===== src/rtl/mem_arbiter.sv =====
// Three-port arbiter (loader, video DMA, CPU) in front of a single SDRAM port.
// One transaction at a time: IDLE -> ISSUE -> WAIT -> DONE, with CPU anti-starvation and a WAIT timeout.
module mem_arbiter #(
    parameter int AW         = 25,
    parameter int STARVE_MAX = 4,
    parameter int TIMEOUT    = 63
) (
    input  logic          clk_sys,
    input  logic          reset_n,
    input  logic          ld_req,
    input  logic          ld_we,
    input  logic [AW-1:0] ld_addr,
    input  logic [7:0]    ld_din,
    output logic          ld_ack,
    input  logic          vid_req,
    input  logic [AW-1:0] vid_addr,
    output logic          vid_ack,
    input  logic          cpu_req,
    input  logic          cpu_we,
    input  logic [AW-1:0] cpu_addr,
    input  logic [7:0]    cpu_din,
    output logic          cpu_ack,
    output logic [7:0]    rdata,
    output logic [AW-1:0] mem_addr,
    output logic [7:0]    mem_din,
    output logic          mem_we,
    output logic          mem_rd,
    input  logic [7:0]    mem_dout,
    input  logic          mem_ready,
    output logic [1:0]    owner,
    output logic          timeout_err,
    output logic          drop_err
);

    localparam int WCW = (TIMEOUT > 1) ? $clog2(TIMEOUT) : 1;
    localparam int SCW = (STARVE_MAX > 0) ? $clog2(STARVE_MAX + 1) : 1;

    localparam logic [1:0] OWN_NONE = 2'd0;
    localparam logic [1:0] OWN_LD   = 2'd1;
    localparam logic [1:0] OWN_VID  = 2'd2;
    localparam logic [1:0] OWN_CPU  = 2'd3;

    typedef enum logic [1:0] {IDLE, ISSUE, WAIT, DONE} state_e;

    state_e          state_q;
    logic [1:0]      owner_q;
    logic            op_we_q;
    logic [AW-1:0]   mem_addr_q;
    logic [7:0]      mem_din_q;
    logic            mem_we_q;
    logic            mem_rd_q;
    logic [7:0]      rdata_q;
    logic            ld_ack_q;
    logic            vid_ack_q;
    logic            cpu_ack_q;
    logic            timeout_err_q;
    logic            drop_err_q;
    logic [WCW-1:0]  wait_cnt_q;
    logic [SCW-1:0]  starve_cnt_q;

    logic            ld_pend_q;
    logic            ld_we_q;
    logic [AW-1:0]   ld_addr_q;
    logic [7:0]      ld_din_q;
    logic            vid_pend_q;
    logic [AW-1:0]   vid_addr_q;
    logic            cpu_pend_q;
    logic            cpu_we_q;
    logic [AW-1:0]   cpu_addr_q;
    logic [7:0]      cpu_din_q;

    logic            ld_clr, vid_clr, cpu_clr;
    logic            ld_take, vid_take, cpu_take;
    logic            drop_d;
    logic            cpu_first;
    logic [1:0]      grant_d;

    // A request arriving in its own ack cycle is taken: the set beats the DONE clear.
    always_comb begin
        // NOTE: every always_comb output gets a default first so no path infers a latch.
        ld_clr   = 1'b0;
        vid_clr  = 1'b0;
        cpu_clr  = 1'b0;
        if (state_q == DONE) begin
            ld_clr  = (owner_q == OWN_LD);
            vid_clr = (owner_q == OWN_VID);
            cpu_clr = (owner_q == OWN_CPU);
        end
        ld_take  = ld_req  && (!ld_pend_q  || ld_clr);
        vid_take = vid_req && (!vid_pend_q || vid_clr);
        cpu_take = cpu_req && (!cpu_pend_q || cpu_clr);
        drop_d   = (ld_req && !ld_take) || (vid_req && !vid_take) || (cpu_req && !cpu_take);
    end

    always_comb begin
        grant_d   = OWN_NONE;
        cpu_first = cpu_pend_q && (starve_cnt_q >= SCW'(STARVE_MAX));
        if (ld_pend_q)
            grant_d = OWN_LD;
        else if (vid_pend_q && !cpu_first)
            grant_d = OWN_VID;
        else if (cpu_pend_q)
            grant_d = OWN_CPU;
    end

    always_ff @(posedge clk_sys or negedge reset_n) begin
        if (!reset_n) begin
            ld_pend_q  <= 1'b0;
            ld_we_q    <= 1'b0;
            ld_addr_q  <= '0;
            ld_din_q   <= '0;
            vid_pend_q <= 1'b0;
            vid_addr_q <= '0;
            cpu_pend_q <= 1'b0;
            cpu_we_q   <= 1'b0;
            cpu_addr_q <= '0;
            cpu_din_q  <= '0;
            drop_err_q <= 1'b0;
        end else begin
            // NOTE: sequential state uses non-blocking assignments so every register samples pre-edge values.
            if (ld_take) begin
                ld_pend_q <= 1'b1;
                ld_we_q   <= ld_we;
                ld_addr_q <= ld_addr;
                ld_din_q  <= ld_din;
            end else if (ld_clr) begin
                ld_pend_q <= 1'b0;
            end
            if (vid_take) begin
                vid_pend_q <= 1'b1;
                vid_addr_q <= vid_addr;
            end else if (vid_clr) begin
                vid_pend_q <= 1'b0;
            end
            if (cpu_take) begin
                cpu_pend_q <= 1'b1;
                cpu_we_q   <= cpu_we;
                cpu_addr_q <= cpu_addr;
                cpu_din_q  <= cpu_din;
            end else if (cpu_clr) begin
                cpu_pend_q <= 1'b0;
            end
            if (drop_d)
                drop_err_q <= 1'b1;
        end
    end

    always_ff @(posedge clk_sys or negedge reset_n) begin
        if (!reset_n) begin
            state_q       <= IDLE;
            owner_q       <= OWN_NONE;
            op_we_q       <= 1'b0;
            mem_addr_q    <= '0;
            mem_din_q     <= '0;
            mem_we_q      <= 1'b0;
            mem_rd_q      <= 1'b0;
            rdata_q       <= '0;
            ld_ack_q      <= 1'b0;
            vid_ack_q     <= 1'b0;
            cpu_ack_q     <= 1'b0;
            timeout_err_q <= 1'b0;
            wait_cnt_q    <= '0;
            starve_cnt_q  <= '0;
        end else begin
            if (!cpu_pend_q)
                starve_cnt_q <= '0;
            else if (state_q == IDLE && grant_d == OWN_CPU)
                starve_cnt_q <= '0;
            else if (state_q == IDLE && grant_d == OWN_VID && starve_cnt_q != SCW'(STARVE_MAX))
                starve_cnt_q <= starve_cnt_q + 1'b1;

            case (state_q)
                IDLE: begin
                    if (grant_d != OWN_NONE) begin
                        owner_q    <= grant_d;
                        wait_cnt_q <= '0;
                        state_q    <= ISSUE;
                        case (grant_d)
                            OWN_LD: begin
                                mem_addr_q <= ld_addr_q;
                                mem_din_q  <= ld_din_q;
                                op_we_q    <= ld_we_q;
                            end
                            OWN_VID: begin
                                mem_addr_q <= vid_addr_q;
                                mem_din_q  <= '0;
                                op_we_q    <= 1'b0;
                            end
                            default: begin
                                mem_addr_q <= cpu_addr_q;
                                mem_din_q  <= cpu_din_q;
                                op_we_q    <= cpu_we_q;
                            end
                        endcase
                    end
                end
                ISSUE: begin
                    mem_we_q <= op_we_q;
                    mem_rd_q <= !op_we_q;
                    state_q  <= WAIT;
                end
                WAIT: begin
                    // The strobe cycle itself is not a wait cycle; mem_ready is honoured from the next one.
                    if (mem_we_q || mem_rd_q) begin
                        mem_we_q <= 1'b0;
                        mem_rd_q <= 1'b0;
                    end else if (mem_ready || wait_cnt_q == WCW'(TIMEOUT - 1)) begin
                        if (!mem_ready)
                            timeout_err_q <= 1'b1;
                        if (!op_we_q)
                            rdata_q <= mem_ready ? mem_dout : 8'hFF;
                        ld_ack_q  <= (owner_q == OWN_LD);
                        vid_ack_q <= (owner_q == OWN_VID);
                        cpu_ack_q <= (owner_q == OWN_CPU);
                        state_q   <= DONE;
                    end else begin
                        wait_cnt_q <= wait_cnt_q + 1'b1;
                    end
                end
                default: begin
                    ld_ack_q  <= 1'b0;
                    vid_ack_q <= 1'b0;
                    cpu_ack_q <= 1'b0;
                    owner_q   <= OWN_NONE;
                    state_q   <= IDLE;
                end
            endcase
        end
    end

    assign ld_ack      = ld_ack_q;
    assign vid_ack     = vid_ack_q;
    assign cpu_ack     = cpu_ack_q;
    assign rdata       = rdata_q;
    assign mem_addr    = mem_addr_q;
    assign mem_din     = mem_din_q;
    assign mem_we      = mem_we_q;
    assign mem_rd      = mem_rd_q;
    assign owner       = owner_q;
    assign timeout_err = timeout_err_q;
    assign drop_err    = drop_err_q;

endmodule


===== config.mk =====
export PLATFORM = sky130hd
export DESIGN_NAME = mem_arbiter
export DESIGN_NICKNAME = d
export VERILOG_FILES = /design/src/rtl/mem_arbiter.sv
export SDC_FILE = /design/constraint.sdc
export NUM_CORES = 1
export LEC_CHECK = 0
export ABC_CLOCK_PERIOD_IN_PS = 3100
export CAP_MARGIN = 0
export CORE_MARGIN = 2
export CORE_UTILIZATION = 50
export DETAILED_ROUTE_END_ITERATION = 8
export PLACE_DENSITY = 0.8
export SYNTH_ARGS = -nofsm -noshare
export SYNTH_HDL_FRONTEND = slang
export SYNTH_SLANG_ARGS = --single-unit
export TNS_END_PERCENT = 10

===== constraint.sdc =====
create_clock -name clk_sys -period 3.1 [get_ports clk_sys]
set_clock_uncertainty 0.1 [all_clocks]
set_input_delay 0.465 -clock clk_sys [delete_from_list [all_inputs] [get_ports clk_sys]]
set_output_delay 0.465 -clock clk_sys [all_outputs]
set_load 0.1 [all_outputs]

==> results.yml, run 1 <==
cts:
  cts_buffers: 17
  clk_latency_ps: 420
  hold_buffers: 0
  cts_buffer_depth: 2
  cts_tree: "yes"
  clock-sinks: 158
  ctsResizeCount: 0
  cts_max_level: 4
  cts-root-buf: "clkbuf_16"
  cts_setup_buffers: 0
  clk_pin_slew_worst_paths_ps: 50
synth:
  synthArstFlopShare_pct: 100
  synth_edf_count: 0
  synth_cell_type_count: 48
  ys_seq_area_share_pct: 57.1
  synth_fp_nets: 698
  synthFlopType: "dfrtp_1"
  synth-warning-count: 0
  avgSynthCellArea_um2: 11.9
  synth_area_um2: 6930
  ys_ff_latch: 158
  synth_cells: 580
detailed_routing:
  wl_met2_um: 8190
  wl_met1_um: 6390
  drt-total-wl_um: 15900
  wl_met3_um: 1080
  viasPerCell: 5.43
  top_layer_used: "met4"
  ant_nets: 0
  drc: 0
  drt_iter0_markers: 361
  num_vias: 5013
  dr.pass1.iters: 5
  wire_per_inst_um: 17.2
power:
  peakVddDrop_mv: 0.562
  power.share.clock_pct: 20.4
  switching_share_pct: 45.7
  p_int_mw: 5.54
  p_seq_share_pct: 32.8
  p_sw_mw: 4.67
  p_leak_nw: 4.20
  pwr-share-comb_pct: 46.7
  power_density_nw_per_um2: 1110
placement:
  port_buffers: 156
  dp_worst_setup_slack_ps: 385
  dp_hpwl_um: 10800
  place_area_um2: 8560
  dp.cells: 891
  place_congestion: 0.887
sta:
  tns_ps: 0
  rsz0062_at_grt: "no"
  fin_crit_ps: 2750
  fin_crit_sh_pct: 88.8
  setup_viol_count_final: 0
  setup_slack_ps: 346
  worst_slew_pin_slew_ps: 1170
  max_freq_mhz: 363
  hold_ws_ps: -8.98
  maxSlewHeadroom_pct: 21.7
  hold_viol: 8
  final_max_slew_viol_count: 0
final_layout:
  final_common_cell: "dfrtp_1"
  antennaDiodeCount: 0
  layout.nets: 848
  postLayoutCoreUtil_pct: 66.7
  fillers: 1028
  stdcell_count: 923
  regArea_um2: 3950
  multi_input_area_um2: 2670
  final_area_um2: 9160
  synthToLayoutAreaGrowth_pct: 32.1
  drive_above_1_share_pct: 14.0
  mostFrequentLayoutCells: "dfrtp_1 (158), clkdlybuf4s50_1 (105), mux2_1 (94), nor2_1 (70), buf_4 (55)"
global_routing:
  antenna_found_initial: 0
  grt_pass1_vias: 5200
  overflow: 0
  grt_first_pass_wirelength_um: 26000
  grt_usage_pct: 22.7
  grt_max_degree: 84
floorplanning:
  dieHeight_um: 122
  fp.dieW_um: 122
  initial_core_util_pct: 50.5
  core-area_um2: 13700
  ios: 157
  die-area_um2: 14800
  num_rows: 43
setup_path:
  crit_chain: "nand2b_1, a21oi_1, inv_1, ha_1, and2_1, a221oi_1, nor2_1"
  crit_slowest_cell: "and2_1"
  worstSetupPathType: "reg -> reg"
  start_kind: "flip-flop"
  critPathMaxStageDelay_ps: 910
  arrival_ps: 3000
  end_kind: "flip-flop"
  cp.required_ps: 3340
  cp_max_fo: 25
outcome:
  status: "finished with violations"
  failed_checks: "negative hold slack"
worst_hold_path:
  hp-class: "in -> async"
run:
  maxCapViolCount: 0
-- sequential cells by signal, summed over array words and instances (netlist names), 2 cells and up --
name / cells
cpu_addr_q: 25
cpu_din_q: 8
ld_addr_q: 25
ld_din_q: 8
mem_addr: 25
mem_din: 8
owner: 2
rdata: 8
starve_cnt_q: 3
state_q: 2
vid_addr_q: 25
wait_cnt_q: 6
-- area by class of cell --
cell class | count | area share [%]
Clock inverter | 10 | 1.50
Clock buffer | 22 | 4.96
Sequential cell | 158 | 43.2
Tap cell | 180 | 2.46
Multi-Input combinational cell | 350 | 29.2
Timing Repair Buffer | 166 | 17.2
Inverter | 37 | 1.52
-- cell families (layout without fill, tap and decap cells) --
group | after synthesis | after routing | synth area share, %
flops | 158 | 158 | 57.0
fa+ha+maj | 11 | 11 | 1.99
xor+xnor | 2 | 2 | 0.253
mux | 104 | 104 | 17.3
buf+inv | 72 | 235 | 4.55
compound gates | 105 | 105 | 10.1
simple gates | 128 | 128 | 8.72
-- stage by stage --
stage               hold slack (ps)  power, mW
floorplan                      69.4       6.91
global route                   56.5       10.7
finish                        -8.98       10.2
detailed placement              354       8.16
global placement                353       7.99
CTS                            15.5       10.3
-- power groups by stage --
stage | Clock (mW) | Sequential, mW | Combinational, mW
final | 2.09 | 3.35 | 4.77
after global routing | 2.22 | 3.45 | 5.07
after CTS | 2.12 | 3.35 | 4.80
after detailed placement | 0 | 3.38 | 4.78
after global placement | 0 | 3.34 | 4.65
after floorplan | 0 | 5.33 | 1.58
-- layer usage --
layer  GRT usage, %  up-vias
li1               -     2324
met1           28.1     2510
met2           38.3      159
met3           5.85       20
met4           9.05        0
met5              0        -
-- cell usage after synthesis, drive strengths merged, types with 2 or more instances --
library cell,count,area share (%)
a221oi,25,3.2
nand2,13,0.70
clkbuf,19,1.0
nand2b,12,1.1
o41ai,2,0.25
and3,2,0.25
a22o,3,0.38
a211oi,2,0.22
a32o,3,0.43
ha,11,2.0
nor2,70,3.8
o211ai,2,0.22
mux2i,2,0.29
a31oi,2,0.18
inv,37,2.0
and2,6,0.58
dfrtp,158,57
o21ai,29,2.1
nand3b,2,0.22
nand3,5,0.36
buf,16,1.5
o31ai,3,0.32
nor2b,11,0.99
mux2,102,17
a21oi,27,2.0
-- final timing paths --
kind	from	depth (start not counted)	to	slack, ps
max	starve_cnt_q[2]	7	mem_addr[10]	350
min	reset_n	1	cpu_pend_q	-9
max reg2reg	starve_cnt_q[2]	7	mem_addr[10]	350
min reg2reg	timeout_err	2	timeout_err	370
max in group asynchronous	reset_n	2	vid_addr_q[10]	2160
min in group clk_sys	timeout_err	2	timeout_err	370
-- critical path: cells and delay by family, from the launching register on --
kind	cells	cell delay [ps]
adder cells (fa/ha/maj)	1	330
AO/OA/AOI/OAI	2	510
buffers and inverters	1	80
AND/OR/NAND/NOR	3	1220
flip-flops	1	410
Power figures use the tool's default switching activity.
==> run 2, diff against run 1 <==
Settings changed: CAP_MARGIN 0 to 10, CORE_MARGIN 2 to 5, MAX_ROUTING_LAYER set to met4.
==> run 2 against run 1 <==
Compared with the run above:
- the run now ends clean
- largest power group unchanged
- critical path depth grew 1
- routed wire length grew 8.2%
- via count grew 1.3%
- clock-buffer cell count grew 1
- setup slack lost 40 ps
- clock power grew 11%
==> results.yml, run 2 (same netlist as run 1, synthesis figures left out) <==
final_layout:
  final_common_cell: "dfrtp_1"
  synthToLayoutAreaGrowth_pct: 32.8
  layout.nets: 850
  final_area_um2: 9200
  mostFrequentLayoutCells: "dfrtp_1 (158), clkdlybuf4s50_1 (105), mux2_1 (94), nor2_1 (70), buf_4 (60)"
  antennaDiodeCount: 0
  drive_above_1_share_pct: 14.5
  fillers: 985
sta:
  worst_slew_pin_slew_ps: 932
  hold_viol: 0
  setup_viol_count_final: 0
  rsz0062_at_grt: "no"
  maxSlewHeadroom_pct: 37.8
  tns_ps: 0
  fin_crit_ps: 2790
  max_freq_mhz: 358
  final_max_slew_viol_count: 0
  fin_crit_sh_pct: 90.1
cts:
  clk_latency_ps: 440
  cts_tree: "yes"
  cts-root-buf: "clkbuf_16"
  hold_buffers: 0
  clk_pin_slew_worst_paths_ps: 60
  cts_buffer_depth: 2
  cts_max_level: 4
  clock-sinks: 158
  cts_buffers: 17
floorplanning:
  ios: 157
  initial_core_util_pct: 50.5
  fp.dieW_um: 128
  die-area_um2: 16300
  dieHeight_um: 128
  core-area_um2: 13700
  num_rows: 43
setup_path:
  cp.required_ps: 3350
  arrival_ps: 3050
  crit_family: "simple AND/OR/NAND/NOR gates"
  worstSetupPathType: "reg -> reg"
  crit_chain: "nand2b_1, a21oi_1, inv_1, ha_1, and2_1, buf_4, a221oi_1, nor2_1"
  end_kind: "flip-flop"
  critPathMaxStageDelay_ps: 480
  cp_max_fo: 25
  start_kind: "flip-flop"
  path_buf_inv: 2
  crit_slowest_cell: "ha_1"
detailed_routing:
  viasPerCell: 5.49
  ant_nets: 0
  drt-total-wl_um: 17200
  drt_iter0_markers: 326
  dr.pass1.iters: 4
  wire_per_inst_um: 18.6
  num_vias: 5077
  drc: 0
power:
  p_leak_nw: 4.23
  peakVddDrop_mv: 0.630
  power_density_nw_per_um2: 1140
placement:
  place_congestion: 0.857
  place_area_um2: 8540
  dp_hpwl_um: 11800
  port_buffers: 156
global_routing:
  antenna_found_initial: 0
  grt_max_degree: 104
  grt_first_pass_wirelength_um: 28000
  overflow: 0
  grt_usage_pct: 22.7
  grt_pass1_vias: 5489
outcome:
  status: "finished clean"
worst_hold_path:
  hp-class: "in -> async"
run:
  maxCapViolCount: 0
[run 2: changes by cell type in the layout (fill, tap and decap cells not counted), sizes merged]
cell / previous run / this run
buf: 61 / 63
clkinv: 4 / 2
bufinv: 3 / 5
clkbuf: 22 / 23
clkinvlp: 2 / 1
[run 2: power breakdown]
group / switching (mW) / internal (mW)
registers: 0.516 / 2.87
logic: 3.42 / 1.37
clock network: 0.827 / 1.50
[run 2: routing by layer]
metal  routed length, um  vias up  global-route usage, %
met1                7030     2574                   26.8
met5                   0        -                      -
met2                8750      149                   37.0
met3                1010       39                   6.08
li1                    -     2315                      -
met4                 429        0                   9.11
[run 2: final timing paths]
kind | cells after the start | start | slack [ps] | endpoint
max in group asynchronous | 2 | reset_n | 2040 | ld_addr_q[8]
max reg2reg | 8 | starve_cnt_q[2] | 310 | mem_addr[1]
min in group clk_sys | 2 | timeout_err | 370 | timeout_err
max | 8 | starve_cnt_q[2] | 310 | mem_addr[1]
min reg2reg | 2 | timeout_err | 370 | timeout_err
min | 1 | reset_n | 50 | wait_cnt_q[1]
[run 2: worst register-to-register path, stage by stage, from the launching register on]
cell	delay (ps)
dfrtp_1	400
nand2b_1	160
a21oi_1	300
inv_1	80
ha_1	480
and2_1	450
buf_4	410
a221oi_1	180
nor2_1	160
[run 2: cell type report]
| cell class | count | area [um^2] | area share, % |
|---|---|---|---|
| multi-input combinational | 350 | 2670 | 29.0 |
| clock buffer | 23 | 478 | 5.19 |
| clock inverter | 9 | 180 | 1.96 |
| sequential | 158 | 3950 | 43.0 |
| tap | 180 | 225 | 2.45 |
| inverter | 37 | 139 | 1.51 |
| timing repair buffer | 168 | 1550 | 16.9 |
[run 2: repair_timing]
action,in CTS,in global routing
buffers inserted,0,0
resized for setup,0,1
endpoints found under the setup margin,0,25
endpoints found under the hold margin,0,0
[run 2: metrics by stage]
stage / utilization (%) / instances / setup WS, ps / hold WS (ps) / power (mW)
final: 67.1 / 925 / 306 / 54.2 / 10.5
after global routing: 67.1 / 925 / 87.5 / 107 / 11.0
after CTS: 67.1 / 925 / 84.1 / 83.3 / 10.6
after detailed placement: 62.3 / 893 / 161 / 351 / 8.19
after global placement: 62.3 / 893 / 369 / 355 / 8.00
after floorplan: - / 580 / 685 / 69.4 / 6.91
==> run 3, diff against run 2 <==
Settings changed: CORE_ASPECT_RATIO set to 0.6.
==> run 3 against run 2 <==
Compared with the run above:
- design area shrank 0.76%
- clock power shrank 9.5%
- global-route usage grew 0.17 points
- die area grew 0.48%
- maximum frequency shrank 1.6%
- register-to-register slack lost 50 ps
- flip-flop and latch count is the same
- utilization shrank 0.052 points
- routed wire length grew 1.0%
- highest routed layer unchanged
==> results.yml, run 3 (same netlist as run 1, synthesis figures left out) <==
power:
  p_leak_nw: 4.19
  power.share.clock_pct: 20.5
  p_total_mw: 10.3
  power_density_nw_per_um2: 1120
  peakVddDrop_mv: 0.574
  switching_share_pct: 47.1
  pwr-share-comb_pct: 46.6
  p_int_mw: 5.44
  p_sw_mw: 4.84
  p_seq_share_pct: 32.9
detailed_routing:
  viasPerCell: 5.51
  drt-total-wl_um: 17400
  wire_per_inst_um: 18.9
  drc: 0
  num_vias: 5062
  dr.pass1.iters: 5
  drt_iter0_markers: 225
  ant_nets: 0
sta:
  setup_slack_ps: 261
  setup_viol_count_final: 0
  rsz0062_at_grt: "no"
  max_freq_mhz: 352
  fin_crit_sh_pct: 91.6
  hold_viol: 0
  fin_crit_ps: 2840
  worst_slew_pin_slew_ps: 1140
  final_max_slew_viol_count: 0
  tns_ps: 0
  maxSlewHeadroom_pct: 24.0
setup_path:
  reg2reg_from: "starve_cnt_q[2]"
  worstSetupPathType: "reg -> reg"
  arrival_ps: 3080
  end_kind: "flip-flop"
  cp_max_fo: 25
  r2r_cells: 7
  r2r_slack_ps: 260
  start_kind: "flip-flop"
  cp.required_ps: 3340
  r2r-end: "mem_addr[16]"
final_layout:
  final_common_cell: "dfrtp_1"
  drive_above_1_share_pct: 14.4
  antennaDiodeCount: 0
  layout.nets: 849
  stdcell_count: 919
  synthToLayoutAreaGrowth_pct: 31.8
  mostFrequentLayoutCells: "dfrtp_1 (158), clkdlybuf4s50_1 (105), mux2_1 (94), nor2_1 (70), buf_4 (57)"
cts:
  clock-sinks: 158
  cts-root-buf: "clkbuf_16"
  cts_setup_buffers: 0
  clk_latency_ps: 410
  cts_max_level: 4
  cts_buffer_depth: 2
  clk_pin_slew_worst_paths_ps: 70
  cts_buffers: 17
  cts_tree: "yes"
global_routing:
  grt_usage_pct: 22.8
  globalRouteMet2Util_pct: 37.1
  overflow: 0
  top_usage_layer: "met2"
  grt_first_pass_wirelength_um: 28500
  met1_usage_pct: 29.8
  grtUsageMet3_pct: 4.07
  antenna_found_initial: 0
  grt_max_degree: 75
  grt_pass1_vias: 5513
floorplanning:
  initial_core_util_pct: 50.9
  core-area_um2: 13600
  die-area_um2: 16400
  ios: 157
  fp.dieW_um: 162
  dieHeight_um: 101
  num_rows: 33
placement:
  dp_hpwl_um: 12200
  place_congestion: 0.828
  port_buffers: 156
  dp.cells: 886
  dp_worst_setup_slack_ps: 289
outcome:
  status: "finished clean"
worst_hold_path:
  whs_endpoint: "timeout_err"
  hold_depth: 2
  hold_start: "timeout_err"
  hp-class: "reg -> reg"
run:
  maxCapViolCount: 0
==> run 3: power by group through the flow <==
stage,logic [mW],clock network [mW],registers [mW]
after floorplan,1.58,0,5.33
after global placement,4.65,0,3.34
after detailed placement,4.79,0,3.40
after CTS,4.81,2.12,3.38
after global routing,5.08,2.22,3.48
final,4.79,2.10,3.38
==> run 3: critical path, stage by stage, from the launching register on <==
cell,delay [ps]
dfrtp_1,400
nand2b_1,150
a21oi_1,300
inv_1,80
ha_1,400
and2_1,920
a221oi_1,220
nor2_1,180
==> run 3: metrics by stage <==
| step | util, % | hold WS (ps) | instance area [um^2] |
|---|---|---|---|
| after floorplan | - | 69.4 | 6930 |
| after global placement | 62.6 | 359 | 8530 |
| after detailed placement | 62.6 | 357 | 8530 |
| after CTS | 67.0 | 381 | 9130 |
| after global routing | 67.0 | 398 | 9130 |
| final | 67.0 | 374 | 9130 |
==> run 3: layout make-up <==
cell class	instances	area, um^2
fillers	996	4490
flip-flops and latches	158	3950
multi-input cells	350	2670
repair buffers	167	1560
clock buffers	18	429
well taps	175	219
clock inverters	14	159
inverters	37	139
==> run 3: worst max-delay path by stage <==
| stage | startpoint | end | slack, ps |
|---|---|---|---|
| 3_5_place_dp | starve_cnt_q[2] | mem_addr[14] | 290 |
| 5_1_grt | starve_cnt_q[2] | mem_addr[1] | 40 |
| 6_report | starve_cnt_q[2] | mem_addr[16] | 260 |
| 4_1_cts | starve_cnt_q[2] | mem_addr[16] | 270 |
| 3_3_place_gp | starve_cnt_q[2] | mem_addr[21] | 440 |
| 2_1_floorplan | owner[1] | cpu_addr_q[0] | 680 |
==> run 3: routing by layer <==
| layer | part of all wire (%) | routed length [um] |
|---|---|---|
| met4 | 1.3 | 225 |
| met1 | 45 | 7750 |
| met5 | 0 | 0 |
| met2 | 49 | 8560 |
| met3 | 5.0 | 863 |
==> run 3: what timing repair did <==
item / in CTS / in global routing
gates resized for setup: 0 / 0
hold buffers: 1 / 0
hold endpoints to repair: 8 / 0
